===== config.mk =====
export PLATFORM = sky130hd
export DESIGN_NAME = multicycle_ctrl
export DESIGN_NICKNAME = d
export VERILOG_FILES = /design/src/rtl/multicycle_ctrl_pkg.sv /design/src/rtl/multicycle_ctrl_idec.sv /design/src/rtl/multicycle_ctrl.sv
export SDC_FILE = /design/constraint.sdc
export NUM_CORES = 1
export LEC_CHECK = 0
export ABC_AREA = 0
export BUFFER_PORTS_ARGS = -buffer_cell sky130_fd_sc_hd__buf_2
export CAP_MARGIN = 10
export CORE_MARGIN = 4
export CORE_UTILIZATION = 51
export CTS_CLUSTER_DIAMETER = 100
export DETAILED_ROUTE_END_ITERATION = 8
export GPL_TIMING_DRIVEN = 0
export PLACE_DENSITY = 0.78
export SLEW_MARGIN = 10
export SYNTH_ARGS = -nofsm -noshare
export SYNTH_HDL_FRONTEND = slang
export SYNTH_SLANG_ARGS = --single-unit

===== constraint.sdc =====
create_clock -name clk -period 2.5 [get_ports clk]
set_clock_uncertainty 0.15 [all_clocks]
set_input_delay 0.25 -clock clk [delete_from_list [all_inputs] [get_ports clk]]
set_output_delay 0.25 -clock clk [all_outputs]
set_load 0.1 [all_outputs]

===== src/rtl/multicycle_ctrl_pkg.sv =====
// Shared encodings for the multi-cycle controller and the ALU control unit.
package multicycle_ctrl_pkg;

    typedef enum logic [3:0] {
        S_FETCH    = 4'd0,
        S_DECODE   = 4'd1,
        S_MEM_ADDR = 4'd2,
        S_MEM_RD   = 4'd3,
        S_MEM_WB   = 4'd4,
        S_MEM_WR   = 4'd5,
        S_EXEC_R   = 4'd6,
        S_EXEC_I   = 4'd7,
        S_ALU_WB   = 4'd8,
        S_BRANCH   = 4'd9,
        S_JUMP     = 4'd10,
        S_HALT     = 4'd11
    } state_t;

    localparam logic [5:0] OP_RTYPE = 6'h00;
    localparam logic [5:0] OP_J     = 6'h02;
    localparam logic [5:0] OP_BEQ   = 6'h04;
    localparam logic [5:0] OP_BNE   = 6'h05;
    localparam logic [5:0] OP_ADDI  = 6'h08;
    localparam logic [5:0] OP_SLTI  = 6'h0A;
    localparam logic [5:0] OP_SLTIU = 6'h0B;
    localparam logic [5:0] OP_ANDI  = 6'h0C;
    localparam logic [5:0] OP_ORI   = 6'h0D;
    localparam logic [5:0] OP_XORI  = 6'h0E;
    localparam logic [5:0] OP_LW    = 6'h23;
    localparam logic [5:0] OP_SW    = 6'h2B;

    typedef enum logic [2:0] {
        ALU_RTYPE = 3'b000,
        ALU_ADD   = 3'b001,
        ALU_SUB   = 3'b010,
        ALU_AND   = 3'b011,
        ALU_OR    = 3'b100,
        ALU_XOR   = 3'b101,
        ALU_SLT   = 3'b110,
        ALU_SLTU  = 3'b111
    } alu_op_t;

    typedef enum logic [1:0] {
        SRCB_RT      = 2'b00,
        SRCB_FOUR    = 2'b01,
        SRCB_IMM     = 2'b10,
        SRCB_IMM_SH2 = 2'b11
    } alu_src_b_t;

    typedef enum logic [1:0] {
        PCSRC_ALU    = 2'b00,
        PCSRC_ALUOUT = 2'b01,
        PCSRC_JUMP   = 2'b10,
        PCSRC_RSVD   = 2'b11
    } pc_src_t;

    typedef enum logic [2:0] {
        CLS_RTYPE   = 3'd0,
        CLS_MEM     = 3'd1,
        CLS_BRANCH  = 3'd2,
        CLS_JUMP    = 3'd3,
        CLS_ITYPE   = 3'd4,
        CLS_ILLEGAL = 3'd5
    } instr_class_t;

endpackage


===== src/rtl/multicycle_ctrl_idec.sv =====
// Combinational opcode decode: instruction class plus the ALU op for I-type ALU instructions.
module multicycle_ctrl_idec
    import multicycle_ctrl_pkg::*;
(
    input  logic [5:0]   i_opcode,
    output instr_class_t o_class,
    output alu_op_t      o_alu_op
);

    // Map opcode to class; anything not recognised is illegal.
    always_comb begin
        o_class  = CLS_ILLEGAL;
        o_alu_op = ALU_ADD;
        case (i_opcode)
            OP_RTYPE:      o_class = CLS_RTYPE;
            OP_LW, OP_SW:  o_class = CLS_MEM;
            OP_BEQ, OP_BNE: o_class = CLS_BRANCH;
            OP_J:          o_class = CLS_JUMP;
            OP_ADDI:  begin o_class = CLS_ITYPE; o_alu_op = ALU_ADD;  end
            OP_ANDI:  begin o_class = CLS_ITYPE; o_alu_op = ALU_AND;  end
            OP_ORI:   begin o_class = CLS_ITYPE; o_alu_op = ALU_OR;   end
            OP_XORI:  begin o_class = CLS_ITYPE; o_alu_op = ALU_XOR;  end
            OP_SLTI:  begin o_class = CLS_ITYPE; o_alu_op = ALU_SLT;  end
            OP_SLTIU: begin o_class = CLS_ITYPE; o_alu_op = ALU_SLTU; end
            default:  begin o_class = CLS_ILLEGAL; o_alu_op = ALU_ADD; end
        endcase
    end

endmodule


===== src/rtl/multicycle_ctrl.sv =====
// Multi-cycle datapath controller.
//
// state    | meaning
// ---------+-------------------------------------------------------
// FETCH    | read instruction at PC, load IR and PC+4 on mem_ready
// DECODE   | latch opcode, precompute branch target into ALUOut
// MEM_ADDR | compute rs + imm for LW/SW
// MEM_RD   | load data read, wait for mem_ready
// MEM_WB   | write loaded data into rt
// MEM_WR   | store data write, wait for mem_ready
// EXEC_R   | R-type ALU operation rs op rt
// EXEC_I   | I-type ALU operation rs op imm
// ALU_WB   | write ALUOut into rd (R-type) or rt (I-type)
// BRANCH   | compare rs/rt, load PC from ALUOut if taken
// JUMP     | load PC from jump target
// HALT     | illegal opcode seen; exits only through reset
module multicycle_ctrl
    import multicycle_ctrl_pkg::*;
#(
    parameter bit ILLEGAL_HALT = 1'b1
) (
    input  logic       clk,
    input  logic       rst_n,
    input  logic [5:0] opcode,
    input  logic       alu_zero,
    input  logic       mem_ready,
    output logic       mem_req,
    output logic       mem_we,
    output logic       iord,
    output logic       ir_we,
    output logic       pc_we,
    output logic       reg_we,
    output logic       reg_dst,
    output logic       mem_to_reg,
    output logic       alu_src_a,
    output logic [1:0] alu_src_b,
    output logic [2:0] alu_op,
    output logic [1:0] pc_src,
    output logic       halted
);

    state_t       r_state;
    state_t       w_next;
    logic [5:0]   r_opcode;
    logic [5:0]   w_dec_opcode;
    instr_class_t w_class;
    alu_op_t      w_ialu_op;
    logic         w_fetch_done;

    // The live opcode is only meaningful in DECODE; later states use the latched copy.
    assign w_dec_opcode = (r_state == S_DECODE) ? opcode : r_opcode;

    // Strobes from a completed fetch are blocked while reset is held.
    assign w_fetch_done = mem_ready & rst_n;

    multicycle_ctrl_idec u_idec (
        .i_opcode (w_dec_opcode),
        .o_class  (w_class),
        .o_alu_op (w_ialu_op)
    );

    // State register.
    always_ff @(posedge clk or negedge rst_n) begin
        if (!rst_n) r_state <= S_FETCH;
        else        r_state <= w_next;
    end

    // Opcode latch, captured while in DECODE.
    always_ff @(posedge clk or negedge rst_n) begin
        if (!rst_n)                    r_opcode <= 6'h00;
        else if (r_state == S_DECODE)  r_opcode <= opcode;
    end

    // Next-state logic.
    always_comb begin
        w_next = r_state;
        case (r_state)
            S_FETCH:    w_next = mem_ready ? S_DECODE : S_FETCH;
            S_DECODE: begin
                case (w_class)
                    CLS_RTYPE:  w_next = S_EXEC_R;
                    CLS_MEM:    w_next = S_MEM_ADDR;
                    CLS_BRANCH: w_next = S_BRANCH;
                    CLS_JUMP:   w_next = S_JUMP;
                    CLS_ITYPE:  w_next = S_EXEC_I;
                    default:    w_next = ILLEGAL_HALT ? S_HALT : S_FETCH;
                endcase
            end
            S_MEM_ADDR: w_next = (r_opcode == OP_LW) ? S_MEM_RD : S_MEM_WR;
            S_MEM_RD:   w_next = mem_ready ? S_MEM_WB : S_MEM_RD;
            S_MEM_WB:   w_next = S_FETCH;
            S_MEM_WR:   w_next = mem_ready ? S_FETCH : S_MEM_WR;
            S_EXEC_R:   w_next = S_ALU_WB;
            S_EXEC_I:   w_next = S_ALU_WB;
            S_ALU_WB:   w_next = S_FETCH;
            S_BRANCH:   w_next = S_FETCH;
            S_JUMP:     w_next = S_FETCH;
            S_HALT:     w_next = S_HALT;
            default:    w_next = S_FETCH;
        endcase
    end

    // Output decode; Moore except the fetch completion strobes and the branch PC load.
    always_comb begin
        mem_req    = 1'b0;
        mem_we     = 1'b0;
        iord       = 1'b0;
        ir_we      = 1'b0;
        pc_we      = 1'b0;
        reg_we     = 1'b0;
        reg_dst    = 1'b0;
        mem_to_reg = 1'b0;
        alu_src_a  = 1'b0;
        alu_src_b  = SRCB_RT;
        alu_op     = ALU_RTYPE;
        pc_src     = PCSRC_ALU;
        halted     = 1'b0;
        case (r_state)
            S_FETCH: begin
                mem_req = 1'b1;
                if (w_fetch_done) begin
                    ir_we     = 1'b1;
                    pc_we     = 1'b1;
                    alu_src_b = SRCB_FOUR;
                    alu_op    = ALU_ADD;
                end
            end
            S_DECODE: begin
                alu_src_b = SRCB_IMM_SH2;
                alu_op    = ALU_ADD;
            end
            S_MEM_ADDR: begin
                alu_src_a = 1'b1;
                alu_src_b = SRCB_IMM;
                alu_op    = ALU_ADD;
            end
            S_MEM_RD: begin
                mem_req = 1'b1;
                iord    = 1'b1;
            end
            S_MEM_WB: begin
                reg_we     = 1'b1;
                mem_to_reg = 1'b1;
            end
            S_MEM_WR: begin
                mem_req = 1'b1;
                mem_we  = 1'b1;
                iord    = 1'b1;
            end
            S_EXEC_R: begin
                alu_src_a = 1'b1;
            end
            S_EXEC_I: begin
                alu_src_a = 1'b1;
                alu_src_b = SRCB_IMM;
                alu_op    = w_ialu_op;
            end
            S_ALU_WB: begin
                reg_we  = 1'b1;
                reg_dst = (w_class == CLS_RTYPE);
            end
            S_BRANCH: begin
                alu_src_a = 1'b1;
                alu_op    = ALU_SUB;
                pc_src    = PCSRC_ALUOUT;
                pc_we     = (r_opcode == OP_BNE) ? ~alu_zero : alu_zero;
            end
            S_JUMP: begin
                pc_src = PCSRC_JUMP;
                pc_we  = 1'b1;
            end
            S_HALT: begin
                halted = 1'b1;
            end
            default: begin
                halted = 1'b0;
            end
        endcase
    end

endmodule

After elaboration in Yosys (flattened, before gate mapping) --
Index checks and enable logic that the tools add are counted.
Operators by class: reductions and logical operators 13, mux-type cells 26, multipliers 0, $add $sub $neg 0, divide/modulo/power cells 0, bitwise operators 2, magnitude comparators 0, shift operators 0, eq/ne operators 28
Operators with widths (count):
- 6-bit by 4-bit equality test with 1-bit output, second input constant | 6
- 3-bit case mux with 5 select lines | 2
- 4-bit case mux with 7 select lines | 1
- 4-bit case mux with 5 select lines | 1
- 6-bit by 3-bit equality test with 1-bit output, second input constant | 3
- 6-bit equality test, second input constant | 3
- 4-bit by 3-bit equality test with 1-bit output, second input constant | 4
- 4-bit equality test, second input constant | 4
- 1-bit 2-to-1 mux | 14
- 2-bit OR reduction | 7
- 3-bit case mux with 4 select lines | 1
- 3-bit 2-to-1 mux | 3
- 4-bit by 2-bit equality test with 1-bit output, second input constant | 2
- 3-bit by 2-bit equality test with 1-bit output, second input constant | 2
- 6-bit by 2-bit equality test with 1-bit output, second input constant | 1
- 6-bit zero test | 1
- 6-bit 2-to-1 mux | 1
- 2-bit case mux with 3 select lines | 1
- 6-bit OR reduction | 1
- 4-bit by 1-bit equality test with 1-bit output, second input constant | 1
- 4-bit zero test | 1
- 2-bit case mux with 2 select lines | 1
- 4-bit OR reduction | 1
- 3-bit by 1-bit equality test with 1-bit output, second input constant | 1
- other kinds (6) | 6
Word-level totals: memory bits (writable) 0, memories 0, flip-flop bits (word level) 10, bits in latches 0, bits in read-only memories 0, output and inout bits 17

Logic depth before layout (Yosys ltp) --
Gate-level depths: netlist (run 1).
depth in word-level cells 8, gate-level depth with buffers 6, depth with buffers taken out 4

Cells and area by module --
From an unflattened synthesis (run 1), not the netlist that was laid out.
Second synthesis, totals: cell total of the unflattened synthesis 121, area, all modules 925.9 um^2
By module, submodules not included:
- multicycle_ctrl | cells an instance 101, area each 757.0 um^2, times used 1, sequential area each 250.2 um^2
- multicycle_ctrl_idec | cells an instance 20, area each 168.9 um^2, times used 1, sequential area each 0.0 um^2

Worst setup path before layout (run 1) --
OpenSTA, ideal clock, no wires.
path kind register -> output, from reg r_state[1], to out reg_dst, arrival time 4124 ps, stages on the path, launching flop included 4, buffers on the path 0, slack -2024 ps, cells stage by stage dfrtp_1 -> nor4b_4 -> mux2_2 -> nor4_1
Between the ends: longest elaborated chain between the ends 7, elaborated cells on any way between the ends 21, classes of those cells eq/ne (13); mux (3); reduce/logical (5)
Ends and longest elaborated chain:
- from (decl) | line multicycle_ctrl.sv:42 | state_t r_state;
- from (signal assigned) | line multicycle_ctrl.sv:65 | else r_state <= w_next;
- 4-bit by 1-bit equality test with 1-bit output (*) | line multicycle_ctrl.sv:51 | assign w_dec_opcode = (r_state == S_DECODE) ? opcode : r_opcode;
- 6-bit 2-to-1 mux (*)
- via u_idec.i_opcode[1] | line multicycle_ctrl_idec.sv:5 | input logic [5:0] i_opcode,
- 6-bit by 4-bit equality test with 1-bit output, or another cell as far along | line multicycle_ctrl_idec.sv:14 | case (i_opcode)
- 6-bit OR reduction (no line) / 2-bit OR reduction (equally long branches)
- 3-bit case mux with 5 select lines (*) | line multicycle_ctrl_idec.sv:14
- 3-bit zero test (*) | line multicycle_ctrl.sv:160 | reg_dst = (w_class == CLS_RTYPE);
- 1-bit 2-to-1 mux (*) | line multicycle_ctrl.sv:118 | case (r_state)
- to (decl) | line multicycle_ctrl.sv:33 | output logic reg_dst,
Mark *: on every way through the listed nets, which the timed path passes. The rest lies on a longest branch.

Worst setup path after layout (run 1) --
from reg r_opcode[0], to out alu_op[0]
Between the ends: longest elaborated chain between the ends 4, elaborated cells on any way between the ends 8, classes of those cells eq/ne (5); mux (3)
Ends and longest elaborated chain:
- from (decl) | line multicycle_ctrl.sv:44 | logic [5:0] r_opcode;
- from (signal assigned) | line multicycle_ctrl.sv:71 | else if (r_state == S_DECODE) r_opcode <= opcode;
- 6-bit 2-to-1 mux (*)
- 6-bit by 4-bit equality test with 1-bit output | line multicycle_ctrl_idec.sv:14
- 3-bit case mux with 5 select lines (*) | line multicycle_ctrl_idec.sv:14
- 3-bit case mux with 4 select lines (*) | line multicycle_ctrl.sv:118
- to (decl) | line multicycle_ctrl.sv:37 | output logic [2:0] alu_op,
Every way passes the cells marked *; elsewhere a longest branch is shown, timed or not.

==> results of run 1 <==
-- flip-flops by register name, summed over array words and instances, names as in the netlist --
| register | count |
|---|---|
| r_state | 4 |
| r_opcode | 6 |
-- per-layer routing --
| layer | up-vias | part of all wire, % |
|---|---|---|
| li1 | 526 | - |
| met2 | 71 | 47 |
| met5 | - | 0 |
| met1 | 541 | 43 |
| met4 | 0 | 3.6 |
| met3 | 13 | 7.1 |
-- logic make-up after synthesis --
logic type             count (synthesis)
XOR/XNOR                               4
AO/OA/AOI/OAI                         26
AND/OR/NAND/NOR                       60
multiplexers                           8
buffers and inverters                 11
flip-flops                            10
-- worst max-delay path: cells and delay by family (launching register included) --
family	cells	cell delay [ps]
buffers and inverters	2	290
AND/OR/NAND/NOR	1	340
flip-flops	1	390
AO/OA/AOI/OAI	3	860
-- path summary, 6_finish.rpt --
path	slack, ps	start	end
min in group asynchronous	230	rst_n	r_opcode[5]
max in group asynchronous	1750	rst_n	r_opcode[2]
worst max-delay path	-60	r_opcode[0]	alu_op[0]
worst min register to register	500	r_opcode[3]	r_opcode[3]
worst min-delay path	120	opcode[4]	r_opcode[4]
worst max register to register	510	r_state[3]	r_state[3]
-- metrics by stage --
stage / hold slack, ps / instances / instance area, um^2 / utilization (%)
floorplan: -196 / 119 / 1060 / -
global placement: -22.5 / 169 / 1220 / 68.4
detailed placement: -19.8 / 169 / 1220 / 68.4
CTS: 122 / 176 / 1310 / 73.4
global route: 119 / 186 / 1430 / 79.9
finish: 125 / 186 / 1430 / 79.9
-- cell type report --
class	instances	area, um^2
plain buffers	9	65.1
multi-input cells	98	754
clock buffers	4	36.3
inverters	2	7.51
well taps	25	31.3
flip-flops and latches	10	254
repair buffers	38	277
fillers	130	358
-- timing repair --
item | 4_1_cts | 5_1_grt
resized for setup | 11 | 17
endpoints found under the hold margin | 10 | 0
cloned | 0 | 0
setup buffers | 2 | 10
endpoints found under the setup margin | 6 | 7
hold buffers | 1 | 0
pin swaps | 1 | 3
-- cell usage in the layout, fill, tap and decap left out, drive strengths merged, types with 2 or more instances in the layout --
| cell | synthesis | routed |
|---|---|---|
| a211o | 3 | 3 |
| a21oi | 6 | 6 |
| buf | 3 | 39 |
| clkbuf | 6 | 11 |
| dfrtp | 10 | 10 |
| inv | 2 | 2 |
| mux2 | 7 | 7 |
| nand2 | 7 | 7 |
| nand2b | 7 | 7 |
| nand3 | 4 | 4 |
| nand3b | 5 | 5 |
| nand4 | 2 | 2 |
| nor2 | 13 | 13 |
| nor2b | 2 | 2 |
| nor3 | 3 | 3 |
| nor3b | 3 | 3 |
| nor4 | 2 | 2 |
| nor4b | 2 | 2 |
| o21ai | 4 | 4 |
| o31ai | 4 | 4 |
| or2 | 2 | 2 |
| or4 | 2 | 2 |
| xnor2 | 3 | 3 |
==> impl_metrics.tcl, run 1 <==
set metrics [dict create \
    status "complete, but fails checks" \
    violations "negative setup slack" \
    yosysMostFrequentCell "nor2_1" \
    gp_congestion 0.864 \
    setup.worst_path.end_class "output port" \
    fmax_ghz 0.391 \
    via_per_inst 6.19 \
    synth_mux_area_share_pct 9.00 \
    drc 0 \
    synth_area_leaders "dfrtp_1 25%, mux2_2 8.0%, nor2_1 4.9%" \
    routedWlPerCell_um 16.8 \
    tns_ps -58.5 \
    dieHeight_um 52.0 \
    synthesis.nets 129 \
    arrival_ps 2160 \
    worstPathMaxFanout 4 \
    synth_top_family_by_area "simple AND/OR/NAND/NOR gates" \
    synth-seq-area-share_pct 25.3 \
    fp.coreArea_um2 1780 \
    synthTopCellsByCount "13 x nor2_1, 10 x dfrtp_1, 7 x mux2_2, 7 x nand2_1, 7 x nand2b_1" \
    worst_path_max_delay_cell "a2111o_1" \
    slew_headroom_pct 67.3 \
    htreeDepth 1 \
    grt_pass1_vias 999 \
    start_kind "flop" \
    root_buffer "clkbuf_4" \
    antenna_cells 0 \
    required_ps 2100 \
    cts_tree "built" \
    start_util_pct 55.4 \
    busiest_layer "met2" \
    rows 15 \
    synth_top_area_share_pct 25.3 \
    track_usage_pct 23.4 \
    cts_buffers 3 \
    synth_top_area_cell "dfrtp_1" \
    dieArea_um2 2700 \
    synth_edf_count 0 \
    use_met3_pct 3.15 \
    path_cells "buf_6 -> or3b_1 -> a2111o_1 -> a221oi_2 -> o21ai_2 -> buf_12" \
    drv_cap 0 \
    whs_path_depth 2 \
    grt_overflow 0 \
    setup_ws_ps -58.5 \
    firstDrtPassIters 4 \
    fin_nets 172 \
    drive_gt1_share_pct 47.8 \
    grt_max_degree 12 \
    synth_ff_type "dfrtp_1" \
    vias 1151 \
    hold_viol 0 \
    max_stage_delay_ps 440 \
    ios 27 \
    yosys.area_share.adder_pct 0 \
    worstRegToRegCells 6 \
    post-route-period-util_pct 102 \
    synth-xor-area-share_pct 3.55 \
    rsz0062_at_grt "true" \
    grt_pass1_wl_mm 4.82 \
    antenna_found_initial 0 \
    setup_viol 1 \
    antenna_left 0 \
    cts_sinks 10 \
    numPortBuffers 25 \
    drt_iter0_markers 48 \
    area_growth_pct 44.4 \
    criticalPathCategory "reg2out" \
    drt_wl_total_mm 3.13 \
    hold_class "in2reg" \
    worst_pin_slew_ps 493 \
    syn_area_per_cell_um2 8.30 \
    yosys_register_bits 10 \
    yosysUniqueCellTypes 44 \
    async_flop_share_pct 100 \
    grt_util_met2_pct 35.8 \
    syn_inst 119 \
    max-clock-path-buffers 2 \
    hpwl_mm 2.08 \
    grt_use_met1_pct 32.7 \
    yosysWarnings 0 \
    synth_compound_area_share_pct 19.0 \
    die_w_um 52.0 \
    place_ws_ps -3.35 \
    clk_pin_slew_ps 70 \
    synthSimpleGateAreaFrac_pct 36.4 \
    period_needed_ps 2560 \
    synth_area_um2 987 \
    slew_viol_final 0 \
    worstSkewPairLatency_ps 260 \
]
Power of run 1 is not shown: default switching activity piles up to over one toggle a cycle in this logic, so the estimate is an artifact.
==> run 2: changes to the inputs <==
--- a/config.mk
+++ b/config.mk
@@ -7,4 +7,5 @@
 export LEC_CHECK = 0
 export ABC_AREA = 0
+export ABC_CLOCK_PERIOD_IN_PS = 2500
 export BUFFER_PORTS_ARGS = -buffer_cell sky130_fd_sc_hd__buf_2
 export CAP_MARGIN = 10
==> constraint.sdc (replaced) <==
create_clock -name clk -period 2.5 [get_ports clk]
set_clock_uncertainty 0.15 [all_clocks]
set_input_delay 0 -clock clk [delete_from_list [all_inputs] [get_ports clk]]
set_output_delay 0 -clock clk [all_outputs]
set_load 0.1 [all_outputs]
==> impl_metrics.tcl, run 2 (synthesis gave the netlist of run 1 again) <==
set metrics [dict create \
    routedWlPerCell_um 14.3 \
    fin_nets 169 \
    htreeDepth 1 \
    worstPathMaxFanout 6 \
    antenna_cells 0 \
    post-route-period-util_pct 96.3 \
    area_growth_pct 33.7 \
    period_needed_ps 2410 \
    grt_pass1_wl_mm 4.54 \
    tns_ps 0 \
    grt_overflow 0 \
    top_regs "r_opcode (6), r_state (4)" \
    slew_headroom_pct 67.7 \
    clk_pin_slew_ps 60 \
    fin_cells 183 \
    dieArea_um2 2700 \
    antenna_found_initial 0 \
    die_w_um 52.0 \
    max-clock-path-buffers 2 \
    required_ps 2350 \
    numPortBuffers 25 \
    fmax_ghz 0.415 \
    drive_gt1_share_pct 34.8 \
    max_stage_delay_ps 460 \
    track_usage_pct 21.9 \
    largest_reg_flops 6 \
    grt_pass1_vias 953 \
    antenna_left 0 \
    path_cells "nor4b_4 -> mux2_2 -> nor4_2 -> buf_2" \
    layout_commonest_cell "buf_2" \
    setup_viol 0 \
    drt_iter0_markers 32 \
    criticalPathCategory "reg2out" \
    layout_common_cells "23 x buf_2, 12 x nor2_1, 10 x dfrtp_1" \
    hpwl_mm 1.98 \
    holdWs_ps 14.5 \
    grt_max_degree 11 \
    cts_buffers 3 \
    drv_cap 0 \
    root_buffer "clkbuf_4" \
    arrival_ps 2260 \
    rsz0062_at_grt "false" \
    drt_wl_total_mm 2.62 \
    ios 27 \
    vias 1089 \
    firstDrtPassIters 4 \
    start_kind "flop" \
    cts_tree "built" \
    via_per_inst 5.95 \
    start_util_pct 55.4 \
    status "finished, final reports clean" \
    cts_sinks 10 \
    dpl.cell_count 169 \
    rows 15 \
    fp.coreArea_um2 1780 \
    worstSkewPairLatency_ps 270 \
    drc 0 \
    slew_viol_final 0 \
    largest_register "r_opcode" \
    setup.worst_path.end_class "output port" \
    hold_viol 0 \
    hold_class "in2reg" \
    worst_path_max_delay_cell "mux2_2" \
    worst_pin_slew_ps 489 \
    gp_congestion 0.862 \
    dieHeight_um 52.0 \
]
-- run 2: final cells by class --
type,instances,area [um^2]
plain buffers,9,58.8
clock buffers,4,36.3
fillers,139,463
inverters,2,7.51
multi-input cells,98,713
flip-flops and latches,10,250
well taps,25,31.3
repair buffers,35,223
-- run 2: critical path, delay by kind of cell (launching register included) --
kind,cells,cell delay [ps]
simple gates,2,650
mux,1,460
buf+inv,1,460
flops,1,430
-- run 2: worst paths after layout --
| kind | slack [ps] | startpoint | depth (start not counted) | endpoint |
|---|---|---|---|---|
| max | 90 | r_state[2] | 4 | reg_dst |
| min | 10 | mem_ready | 4 | r_state[0] |
| max reg2reg | 570 | r_state[2] | 5 | r_state[3] |
| min reg2reg | 510 | r_opcode[0] | 2 | r_opcode[0] |
| max in group asynchronous | 1240 | rst_n | 3 | r_state[1] |
| min in group asynchronous | 640 | rst_n | 3 | r_opcode[0] |
-- run 2: through the flow --
| step | worst slack (ps) | cell area (um^2) | utilization (%) |
|---|---|---|---|
| global placement | 304 | 1190 | 66.5 |
| detailed placement | 255 | 1190 | 66.5 |
| CTS | 14.1 | 1300 | 72.8 |
| floorplan | -613 | 1030 | - |
| global route | 27.3 | 1320 | 74.0 |
| finish | 91.8 | 1320 | 74.0 |
-- run 2: repair_timing --
action,CTS,global route
endpoints found under the setup margin,2,2
setup buffers,0,3
cloned,0,0
resized for setup,2,0
hold buffers,7,0
pin swaps,0,1
hold endpoints to repair,16,0
-- run 2: per-layer routing --
| metal | track usage [%] | vias to the layer above | part of all wire, % |
|---|---|---|---|
| li1 | - | 525 | - |
| met1 | 30.4 | 500 | 44 |
| met2 | 33.9 | 57 | 46 |
| met3 | 3.72 | 7 | 8.3 |
| met4 | 7.86 | 0 | 1.8 |
| met5 | 0 | - | 0 |
Power of run 2 is left out for the same reason.
==> run 3: changes to the inputs <==
==> constraint.sdc (replaced) <==
create_clock -name clk -period 2.5 [get_ports clk]
set_clock_uncertainty 0.15 [all_clocks]
set_input_delay 0.75 -clock clk [delete_from_list [all_inputs] [get_ports clk]]
set_output_delay 0.75 -clock clk [all_outputs]
set_load 0.1 [all_outputs]
==> impl_metrics.tcl, run 3 <==
set metrics [dict create \
    status "aborted with a tool error" \
    haltStage "global routing" \
    error "[ERROR DPL-0038] Utilization greater than 100%, impossible to legalize" \
    syn_area_per_cell_um2 8.30 \
    synth_edf_count 0 \
    worstEndpointGrtRepair "alu_op[1]" \
    yosys_register_bits 10 \
    numPortBuffers 25 \
    synth_area_um2 987 \
    ios 27 \
    synth_area_leaders "dfrtp_1 25%, mux2_2 8.0%, nor2_1 4.9%" \
    die_w_um 52.0 \
    max-clock-path-buffers 2 \
    synth-seq-area-share_pct 25.3 \
    yosysMostFrequentCell "nor2_1" \
    synth_top_area_share_pct 25.3 \
    synthTopCellsByCount "13 x nor2_1, 10 x dfrtp_1, 7 x mux2_2, 7 x nand2_1, 7 x nand2b_1" \
    synth_ff_type "dfrtp_1" \
    rows 15 \
    start_util_pct 55.4 \
    synth_top_area_cell "dfrtp_1" \
    cts_sinks 10 \
    htreeDepth 1 \
    root_buffer "clkbuf_4" \
    cts_buffers 3 \
    yosysWarnings 0 \
    yosysUniqueCellTypes 44 \
    endpoint_type "top-level output" \
    dieHeight_um 52.0 \
    hpwl_mm 2.06 \
    grt_max_degree 12 \
    syn_inst 119 \
    gp_congestion 0.888 \
    async_flop_share_pct 100 \
    synthesis.nets 129 \
]
==> run 3: cell counts after synthesis <==
Identical to the previous run, type by type.
==> run 3: logic make-up after synthesis <==
family                 count (synthesis)  share of synthesized area, %
AO/OA/AOI/OAI                         26                          19.0
XOR/XNOR                               4                          3.55
buffers and inverters                 11                          6.72
flip-flops                            10                          25.3
multiplexers                           8                          9.00
AND/OR/NAND/NOR                       60                          36.4
==> run 3: repair_timing <==
item / CTS
setup endpoints to repair: 17
pin swaps: 9
setup buffers: 14
resized for setup: 72
hold buffers: 0
==> run 3: stage by stage <==
| stage | hold slack, ps | area, um^2 | setup WS (ps) | util [%] | std cells |
|---|---|---|---|---|---|
| after CTS | 189 | 1700 | -471 | 95.5 | 186 |
| after detailed placement | 475 | 1300 | -524 | 72.7 | 169 |
| after global placement | 468 | 1300 | -486 | 72.7 | 169 |
| after floorplan | 304 | 1140 | -662 | - | 119 |
==> run 4: changes to the inputs <==
Settings changed: CORE_AREA set to 4 4 65 67, CORE_MARGIN 4 to unset, CORE_UTILIZATION 51 to unset, CTS_CLUSTER_DIAMETER 100 to unset, DIE_AREA set to 0 0 69 71, PLACE_DENSITY 0.78 to unset, PLACE_DENSITY_LB_ADDON set to 0.15.
==> impl_metrics.tcl, run 4 (synthesis gave the netlist of run 1 again) <==
set metrics [dict create \
    root_buffer "clkbuf_8" \
    drv_cap 0 \
    crit_family "compound AO/OA/AOI/OAI gates" \
    fp.coreArea_um2 3630 \
    path_cells "or3b_1 -> a2111o_1 -> a221oi_2 -> o21ai_2 -> buf_12" \
    status "complete, but fails checks" \
    worst_path_max_delay_cell "a2111o_1" \
    crit_path_start "r_opcode[0]" \
    slew_viol_final 0 \
    period_needed_ps 2920 \
    hold_viol 0 \
    die_w_um 69 \
    via_per_inst 5.20 \
    grt_max_degree 12 \
    max-clock-path-buffers 2 \
    antenna_found_initial 0 \
    htreeDepth 1 \
    dieHeight_um 71 \
    setup.worst_path.end_class "output port" \
    cts_tree "built" \
    track_usage_pct 13.8 \
    layout_commonest_cell "buf_4" \
    hpwl_mm 2.26 \
    violations "negative setup slack" \
    hold_class "in2async" \
    antenna_left 0 \
    worstSkewPairLatency_ps 240 \
    dieArea_um2 4900 \
    vias 1165 \
    drive_gt1_share_pct 62.5 \
    largest_register "r_opcode" \
    worst_pin_slew_ps 386 \
    r2r_start "r_state[2]" \
    fmax_ghz 0.343 \
    criticalPathCategory "reg2out" \
    clk_pin_slew_ps 50 \
    setup_viol 9 \
    grt_pass1_wl_mm 5.59 \
    drt_wl_total_mm 3.53 \
    holdWs_ps 163 \
    required_ps 1600 \
    ctsHoldBuffers 0 \
    cts_sinks 10 \
    tns_ps -2040 \
    arrival_ps 2020 \
    top_regs "r_opcode (6), r_state (4)" \
    rsz0062_at_grt "true" \
    grt_pass1_vias 1102 \
    area_growth_pct 101 \
    routedWlPerCell_um 15.7 \
    setup_ws_ps -415 \
    firstDrtPassIters 4 \
    seq_area_um2 258 \
    largest_reg_flops 6 \
    gp_congestion 0.757 \
    start_kind "flop" \
    grt_overflow 0 \
    post-route-period-util_pct 117 \
    drt_iter0_markers 43 \
    rows 22 \
    fin_nets 187 \
    start_util_pct 27.2 \
    layout_common_cells "22 x buf_4, 15 x buf_6, 12 x buf_12" \
    slew_headroom_pct 74.2 \
    cts_buffers 3 \
    antenna_cells 0 \
    max_stage_delay_ps 410 \
    crit_buf_inv 1 \
    numPortBuffers 25 \
    ios 27 \
    drc 0 \
    worstPathMaxFanout 2 \
    num-fill-cells 312 \
    multi_input_area_um2 891 \
]
==> run 4: final timing paths <==
check | end | slack (ps) | cells past startpoint
max | alu_op[0] | -420 | 5
min | r_opcode[4] | 160 | 1
max reg2reg | r_state[3] | 600 | 6
min reg2reg | r_opcode[3] | 470 | 1
max in group asynchronous | r_state[1] | 1890 | 1
min in group clk | r_opcode[3] | 470 | 1
==> run 4: final cells by class <==
| class | count | share of cell area, % |
|---|---|---|
| repair buffers | 57 | 31.7 |
| flip-flops and latches | 10 | 13.0 |
| inverters | 2 | 0.568 |
| plain buffers | 5 | 4.04 |
| clock buffers | 4 | 2.78 |
| well taps | 48 | 3.03 |
| multi-input cells | 98 | 44.9 |
==> run 4: worst register-to-register path: cells and delay by family, from the launching register on <==
| family | cells | cell delay (ps) |
|---|---|---|
| flip-flops | 1 | 450 |
| multiplexers | 1 | 350 |
| buffers and inverters | 2 | 310 |
| AND/OR/NAND/NOR | 1 | 280 |
| AO/OA/AOI/OAI | 2 | 240 |
==> run 4: per-stage QoR <==
step / util, % / instance area [um^2] / cells / worst slack (ps)
2_1_floorplan: - / 1140 / 119 / -662
3_3_place_gp: 36.5 / 1330 / 192 / -564
3_5_place_dp: 36.5 / 1330 / 192 / -538
6_report: 54.6 / 1980 / 224 / -415
4_1_cts: 49.9 / 1810 / 214 / -430
5_1_grt: 54.6 / 1980 / 224 / -483
==> run 4: timing repair <==
item,CTS,global route
pin swaps,9,17
setup endpoints to repair,17,16
resized for setup,77,29
endpoints found under the hold margin,0,0
buffers inserted,19,13
==> run 4: per-layer routing <==
metal,part of all wire (%),up-vias,track usage (%)
li1,-,553,-
met2,53,44,23.3
met4,0.88,0,4.77
met5,0,-,0
met3,5.0,4,1.70
met1,41,564,18.1
Power of run 4 is left out for the same reason.
